--- config.mk ---
export PLATFORM = sky130hd
export DESIGN_NAME = pc_unit
export DESIGN_NICKNAME = d
export VERILOG_FILES = /design/src/rtl/pc_pkg.sv /design/src/rtl/pc_ras.sv /design/src/rtl/pc_unit.sv
export SDC_FILE = /design/constraint.sdc
export NUM_CORES = 1
export LEC_CHECK = 0
export CAP_MARGIN = 15
export CORE_MARGIN = 2
export CORE_UTILIZATION = 35
export DETAILED_ROUTE_END_ITERATION = 6
export GPL_TIMING_DRIVEN = 0
export PLACE_DENSITY = 0.64
export SETUP_SLACK_MARGIN = 0.2
export SYNTH_ARGS = -nofsm -noshare
export SYNTH_HDL_FRONTEND = slang
export SYNTH_SLANG_ARGS = --single-unit
--- constraint.sdc ---
create_clock -name clk -period 2.32 [get_ports clk]
set_input_delay 0.232 -clock clk [delete_from_list [all_inputs] [get_ports clk]]
set_output_delay 0.232 -clock clk [all_outputs]
set_load 0.02 [all_outputs]
--- src/rtl/pc_pkg.sv ---
// ---------------------------------------------------------------------------
// pc_pkg
// Shared definitions for the ExceptioNull fetch-stage program counter.
//   PC_OP_W : width of the pc_op select bus
//   pc_op_t : operation encoding driven on pc_op (codes 5-7 act as NEXT)
// ---------------------------------------------------------------------------
package pc_pkg;

    localparam int PC_OP_W = 3;

    typedef enum logic [PC_OP_W-1:0] {
        PC_NEXT   = 3'd0,
        PC_BRANCH = 3'd1,
        PC_JUMP   = 3'd2,
        PC_CALL   = 3'd3,
        PC_RET    = 3'd4
    } pc_op_t;

endpackage

--- src/rtl/pc_ras.sv ---
// ---------------------------------------------------------------------------
// pc_ras
// Circular return-address stack used by pc_unit for CALL/RET.
// A push onto a full stack overwrites the oldest entry; a pop from an empty
// stack leaves it untouched. Both cases raise a sticky flag that only the
// asynchronous startup reset clears.
//
// Parameters: PC_W (entry width), RAS_DEPTH (entries, >= 2)
// Ports:
//   clk        in   rising-edge clock
//   startup    in   asynchronous active-high reset
//   push       in   store push_data as the new top (already stall-gated)
//   pop        in   discard the top entry (already stall-gated)
//   push_data  in   return address to store
//   top        out  most recently pushed entry (combinational)
//   count      out  number of valid entries
//   overflow   out  sticky: push seen while full
//   underflow  out  sticky: pop seen while empty
// ---------------------------------------------------------------------------
module pc_ras
    import pc_pkg::*;
#(
    parameter int PC_W      = 8,
    parameter int RAS_DEPTH = 4
) (
    input  logic                             clk,
    input  logic                             startup,
    input  logic                             push,
    input  logic                             pop,
    input  logic [PC_W-1:0]                  push_data,
    output logic [PC_W-1:0]                  top,
    output logic [$clog2(RAS_DEPTH+1)-1:0]   count,
    output logic                             overflow,
    output logic                             underflow
);

    localparam int PTR_W = (RAS_DEPTH > 1) ? $clog2(RAS_DEPTH) : 1;
    localparam int CNT_W = $clog2(RAS_DEPTH + 1);

    logic [PC_W-1:0]  mem [RAS_DEPTH];
    logic [PTR_W-1:0] sp;
    logic [PTR_W-1:0] sp_inc;
    logic [PTR_W-1:0] sp_dec;
    logic             full;
    logic             empty;

    // sp always names the slot the next push writes; once the stack is full
    // that slot holds the oldest entry, which is exactly what gets evicted.
    assign full   = (count == CNT_W'(RAS_DEPTH));
    assign empty  = (count == '0);
    assign sp_inc = (sp == PTR_W'(RAS_DEPTH - 1)) ? '0 : sp + PTR_W'(1);
    assign sp_dec = (sp == '0) ? PTR_W'(RAS_DEPTH - 1) : sp - PTR_W'(1);
    assign top    = mem[sp_dec];

    // Entry storage has no reset: contents are meaningless while count is 0.
    always_ff @(posedge clk) begin
        if (push) begin
            mem[sp] <= push_data;
        end
    end

    // Pointer, occupancy and sticky error flags.
    always_ff @(posedge clk or posedge startup) begin
        if (startup) begin
            sp        <= '0;
            count     <= '0;
            overflow  <= 1'b0;
            underflow <= 1'b0;
        end else if (push) begin
            sp <= sp_inc;
            if (full) begin
                overflow <= 1'b1;
            end else begin
                count <= count + CNT_W'(1);
            end
        end else if (pop) begin
            if (empty) begin
                underflow <= 1'b1;
            end else begin
                sp    <= sp_dec;
                count <= count - CNT_W'(1);
            end
        end
    end

endmodule

--- src/rtl/pc_unit.sv ---
// ---------------------------------------------------------------------------
// pc_unit
// Program counter for the ExceptioNull fetch stage: sequential advance,
// conditional PC-relative branch, absolute jump, and CALL/RET through an
// optional hardware return-address stack. All arithmetic wraps mod 2^PC_W.
//
// Build option: define PC_RAS_EN to instantiate the return-address stack.
// Without it CALL acts as JUMP, RET acts as NEXT and the stack outputs are 0.
//
// Parameters: PC_W, RAS_DEPTH (>= 2), RESET_PC
// Ports:
//   clk            in   rising-edge clock
//   startup        in   asynchronous active-high reset
//   stall          in   hold pc, stack and flags; pc_op ignored
//   pc_op          in   operation select (pc_op_t)
//   cond           in   taken qualifier for BRANCH
//   offset         in   two's-complement branch offset
//   target         in   absolute target for JUMP/CALL
//   pc             out  current PC (registered)
//   ras_count      out  valid stack entries
//   ras_overflow   out  sticky: CALL with full stack
//   ras_underflow  out  sticky: RET with empty stack
// ---------------------------------------------------------------------------
module pc_unit
    import pc_pkg::*;
#(
    parameter int              PC_W      = 8,
    parameter int              RAS_DEPTH = 4,
    parameter logic [PC_W-1:0] RESET_PC  = '0
) (
    input  logic                             clk,
    input  logic                             startup,
    input  logic                             stall,
    input  logic [PC_OP_W-1:0]               pc_op,
    input  logic                             cond,
    input  logic [PC_W-1:0]                  offset,
    input  logic [PC_W-1:0]                  target,
    output logic [PC_W-1:0]                  pc,
    output logic [$clog2(RAS_DEPTH+1)-1:0]   ras_count,
    output logic                             ras_overflow,
    output logic                             ras_underflow
);

    pc_op_t          op;
    logic [PC_W-1:0] pc_inc;
    logic [PC_W-1:0] pc_next;

    assign op     = pc_op_t'(pc_op);
    assign pc_inc = pc + PC_W'(1);

`ifdef PC_RAS_EN
    logic            ras_push;
    logic            ras_pop;
    logic [PC_W-1:0] ras_top;

    // The return address pushed is pc+1; stall masks stack activity so the
    // stack holds in step with the PC register.
    pc_ras #(
        .PC_W      (PC_W),
        .RAS_DEPTH (RAS_DEPTH)
    ) u_ras (
        .clk       (clk),
        .startup   (startup),
        .push      (ras_push & ~stall),
        .pop       (ras_pop & ~stall),
        .push_data (pc_inc),
        .top       (ras_top),
        .count     (ras_count),
        .overflow  (ras_overflow),
        .underflow (ras_underflow)
    );
`else
    assign ras_count     = '0;
    assign ras_overflow  = 1'b0;
    assign ras_underflow = 1'b0;
`endif

    // Next-PC select. Offset is added as a raw PC_W-bit value: modulo
    // arithmetic makes that identical to a sign-extended add.
    always_comb begin
        pc_next = pc_inc;
`ifdef PC_RAS_EN
        ras_push = 1'b0;
        ras_pop  = 1'b0;
`endif
        case (op)
            PC_BRANCH: begin
                if (cond) begin
                    pc_next = pc_inc + offset;
                end
            end
            PC_JUMP: begin
                pc_next = target;
            end
            PC_CALL: begin
                pc_next = target;
`ifdef PC_RAS_EN
                ras_push = 1'b1;
`endif
            end
            PC_RET: begin
`ifdef PC_RAS_EN
                // An empty-stack return falls through to pc+1.
                ras_pop = 1'b1;
                if (ras_count != '0) begin
                    pc_next = ras_top;
                end
`endif
            end
            default: begin
                pc_next = pc_inc;
            end
        endcase
    end

    // PC register.
    always_ff @(posedge clk or posedge startup) begin
        if (startup) begin
            pc <= RESET_PC;
        end else if (!stall) begin
            pc <= pc_next;
        end
    end

endmodule

== Word level (Yosys, flattened, before mapping) ==
Cells that the tools add are included.

* Input bits: 23
* Register bits after elaboration: 8
* Output and inout bits: 13

* Mux-type cells: 2
* Eq/ne operators: 3
* Reductions and logical operators: 1
* Add/sub/neg operators: 2

{| class="wikitable"
|+ Operators by type and width
! operator !! count
|-
| $pmux W8 S2 || 1
|-
| $add A8 B1 Y8 const B || 1
|-
| $add A8 B8 Y8 || 1
|-
| $mux W8 || 1
|-
| $eq A3 B2 Y1 const B || 2
|-
| $eq A3 B1 Y1 const B || 1
|-
| $reduce_or A2 Y1 || 1
|}

== Longest topological paths before layout ==
* Depth after elaboration: 4
* Mapped depth: 10
* Depth with buffers taken out: 10

== Least setup slack after synthesis ==
No wires, ideal clock.

* Path kind: register to register
* From: register pc[0]
* To: register pc[4]
* Slack: 0.090 ns
* Path buffers: 0
* Arrival time: 2.100 ns
* Data required time: 2.190 ns
* Clock period less this slack: 2.230 ns
* Stages on the path, launching flop included: 8
* Library setup time: 0.130 ns
* Path through: dfrtp_1 ha_1 fa_1 a21o_1 a21o_1 xor2_1 a222oi_1 a21oi_1

* Word-level cells in the longest chain between the ends: 4

{| class="wikitable"
|+ Ends and longest elaborated chain
! element !! line !! source
|-
| start, declared || pc_unit.sv:38 || <nowiki>output logic [PC_W-1:0] pc,</nowiki>
|-
| start signal, assigned || pc_unit.sv:121 || <nowiki>pc <= pc_next;</nowiki>
|-
| $add A8 B1 Y8 * || pc_unit.sv:49 || <nowiki>assign pc_inc = pc + PC_W'(1);</nowiki>
|-
| $add A8 B8 Y8 || pc_unit.sv:89 || <nowiki>pc_next = pc_inc + offset;</nowiki>
|-
| $mux W8 || pc_unit.sv:88 || <nowiki>if (cond) begin</nowiki>
|-
| $pmux W8 S2 * || pc_unit.sv:86 || <nowiki>case (op)</nowiki>
|}

Mark *: on every way between the ends. The rest lies on a longest branch, timed or not.
A chain may end at the register's enable or synchronous reset.

== Final worst setup path ==
Same ends and word-level chain as after synthesis.

==> impl_results.md <==
* Status: completed
* Yosys warnings at 0
* Largest net degree at the start of global routing at 10
* Post-synth top area cell: dfrtp_1
* Setup TNS at 0 ns
* Pins Over Slew Limit at 0
* Seq/Total Area, Yosys at 21.4%
* P per Cell Area at around 920 nW/µm²
* Met1 Use GR at 22.8%
* Leakage at 0.646 nW
* Die ar. at 3100 µm²
* Synth unique cells at 40
* Critical path startpoint: pc[0]$_DFFE_PP0N_
* Final period util at 92.0%
* Clock skew at approximately 0.0076 ns
* Biggest register: pc
* Largest cells by area after synthesis: dfrtp_1, ha_1, a21oi_1
* RSZ-0062 raised after global routing: true
* Max Clock Freq at approximately 0.47 GHz
* Max reg flops at 8
* Grt peak-use layer: met2
* RePlAce Congestion at between 0.8 and 0.9
* Critical Path Most Common Cell: a21o_1
* First-pass GRT wire length at 4620 µm
* GRT Resource Usage Total at 19.0%
* CTS tree: done
* Worst EP arrival at 2.26 ns
* FF+latch count, synth at 8
* Area share of the largest cell type after synthesis at 21.4%
* M3 GR Usage at 2.09%
* Initial antenna violation count at 0
* Share of cells above drive strength 1 at 27.6%
* Crit path capture type: register
* Fin nets at 190
* Vias in the first global route at 1045
* Maximum vdd drop at 0.000624 V
* Met2 Resource Use GR at 32.8%
* Via-per-instance ratio at roughly 5.3
* DP HPWL at a little under 2000 µm
* Die Ht at 55.6 µm
* Core Footprint at 2500 µm²
* Clock Sinks at 8
* CP Cell Sequence: buf_4, inv_2, ha_4, fa_2, a21o_1, a21o_1, xor2_1, a222oi_1, a21oi_1
* Starting Density at between 30% and 40%
* Slowest cell on crit path: dfrtp_2
* CTS clk-pin slew, worst paths at around 0.060 ns
* Drt pass-1 iters at 4
* Syn-to-layout area delta at 63.0%
* Hold Crit Class: in -> async
* Final setup violation count at 0
* Fin crit period at about 2.1 ns
* Mean routed wirelength per cell at 15.6 µm
* Port Buffers at 29
* Mapped cell area at between 900 and 1000 µm²
* Relative slew slack at 64.1%
* Overflow after GRT at 0
* Iter 0 DRT Violations at 21
* Total CTS buffers at 3
* Worst skew pair latency at 0.26 ns
* # H-tree levels at 1
* Number of hold violations in the final report at 0
* Crit-path max cell delay at approximately 0.40 ns
* Fin util at 60.9%
* Synth Instances at about 110
* Crit path max fanout at 3
* CP Data Required Time at 2.45 ns
* Site row count at 18
* DRT antenna net count at 0
* Max Cap Viol at 0
* R2r setup slk at approximately 0.19 ns
* Largest regs: pc (8)
* Post-route DRC at 0
* Clock root buffer: clkbuf_4
* Reg2reg start: pc[0]$_DFFE_PP0N_
* Detailed-route wire length at just under 3000 µm
* Routed vias at 995
* Fillcell total at 224
* Die Wd at 55.6 µm
* Number of diodes at 0
* Avg Cell Area, Syn at approximately 8.4 µm²
* CP Launch Type: register
* Max clock buf depth at 2
* Slew @ Worst Pin at 0.537 ns
* WS Path Type: reg -> reg
* Top Ports at 36
## Yosys cell counts (all sizes together)
library cell  count
a211oi            1
a21o              4
a21oi            10
a221oi            3
a222oi            2
a22o              1
a2bb2oi           1
a31oi             2
a32oi             2
and3              1
and4b             1
buf               5
clkbuf            3
conb              1
dfrtp             8
fa                1
ha                9
inv               8
mux2i             2
nand2             7
nand2b            1
nand3             3
nand3b            1
nand4             1
nor2             10
nor3              1
o2111ai           1
o21a              1
o21ai             4
o22ai             2
o31ai             1
o32ai             1
or2               1
or3               1
xnor2             5
xnor3             1
xor2              4
## area by class of cell
type | instances | area (µm²) | share of cell area, %
Clock buffer | 4 | 26.3 | 1.73
Sequential cell | 8 | 205 | 13.5
Buffer | 8 | 50.0 | 3.29
Timing Repair Buffer | 37 | 350 | 23.0
Multi-Input combinational cell | 91 | 822 | 54.0
Tap cell | 30 | 37.5 | 2.47
Inverter | 8 | 30.0 | 1.97
## per-layer routing
layer	part of all wire (%)	wire length [µm]
met5	0	0
met1	44	1270
met4	1.6	45
met3	4.0	116
met2	51	1480
## worst paths after layout
kind,depth (start not counted),endpoint
max,9,pc[4]$_DFFE_PP0N_
min,2,pc[3]$_DFFE_PP0N_
max reg2reg,9,pc[4]$_DFFE_PP0N_
min reg2reg,2,pc[2]$_DFFE_PP0N_
max in group asynchronous,2,pc[2]$_DFFE_PP0N_
min in group clk,2,pc[2]$_DFFE_PP0N_
## report_power, final
part | total (mW) | internal, mW | switching [mW]
registers | 0.257 | 0.185 | 0.0723
logic | 1.02 | 0.517 | 0.505
clock network | 0.122 | 0.0663 | 0.0560
total | 1.40 | 0.768 | 0.633
## cells by family (layout without fill, tap and decap cells)
| group | after synthesis | after routing | synth area share [%] |
|---|---|---|---|
| compound gates | 36 | 36 | 26.8 |
| xor+xnor | 10 | 10 | 11.0 |
| fa+ha+maj | 10 | 10 | 14.2 |
| buf+inv | 16 | 57 | 8.58 |
| flops | 8 | 8 | 21.4 |
| mux | 2 | 2 | 2.14 |
| other cells | 1 | 5 | 0.402 |
| simple gates | 28 | 28 | 15.4 |
## repair_timing
action / 4_1_cts / 5_1_grt
hold buffers: 0 / 0
endpoints found under the hold margin: 0 / 0
buffers inserted: 5 / 3
setup endpoints to repair: 5 / 5
gates resized for setup: 10 / 16
pin swaps: 6 / 11
## worst max-delay path, delay by kind of cell (launching register included)
kind / cells / cell delay [ns]
compound gates: 4 / 0.77
xor+xnor: 1 / 0.15
fa+ha+maj: 2 / 0.50
buf+inv: 2 / 0.18
flops: 1 / 0.40
## cells in the final DEF, fill, tap and decap left out, drive strengths merged, types with 2 or more instances in the layout
master and count:
inv 8, nand3 3, xor2 4, ha 9, o21ai 4, a221oi 3
conb 5, a21o 4, a222oi 2, nand2 7, clkdlybuf4s50 29, dfrtp 8
a31oi 2, a32oi 2, buf 13, xnor2 5, a21oi 10, o22ai 2
mux2i 2, clkbuf 7, nor2 10
## per-stage QoR
step	hold slack [ns]	worst slack, ns	cells	power [mW]	instance area [µm²]
final	0.225	0.185	186	1.40	1520
after floorplan	0.0475	0.209	115	0.778	963
after CTS	0.230	0.182	183	1.27	1420
after global placement	0.508	-0.00659	174	1.01	1290
after detailed placement	0.519	-0.0115	174	1.02	1290
after global routing	0.267	0.0335	186	1.51	1520
No activity file was read; power rests on OpenSTA's default activity.
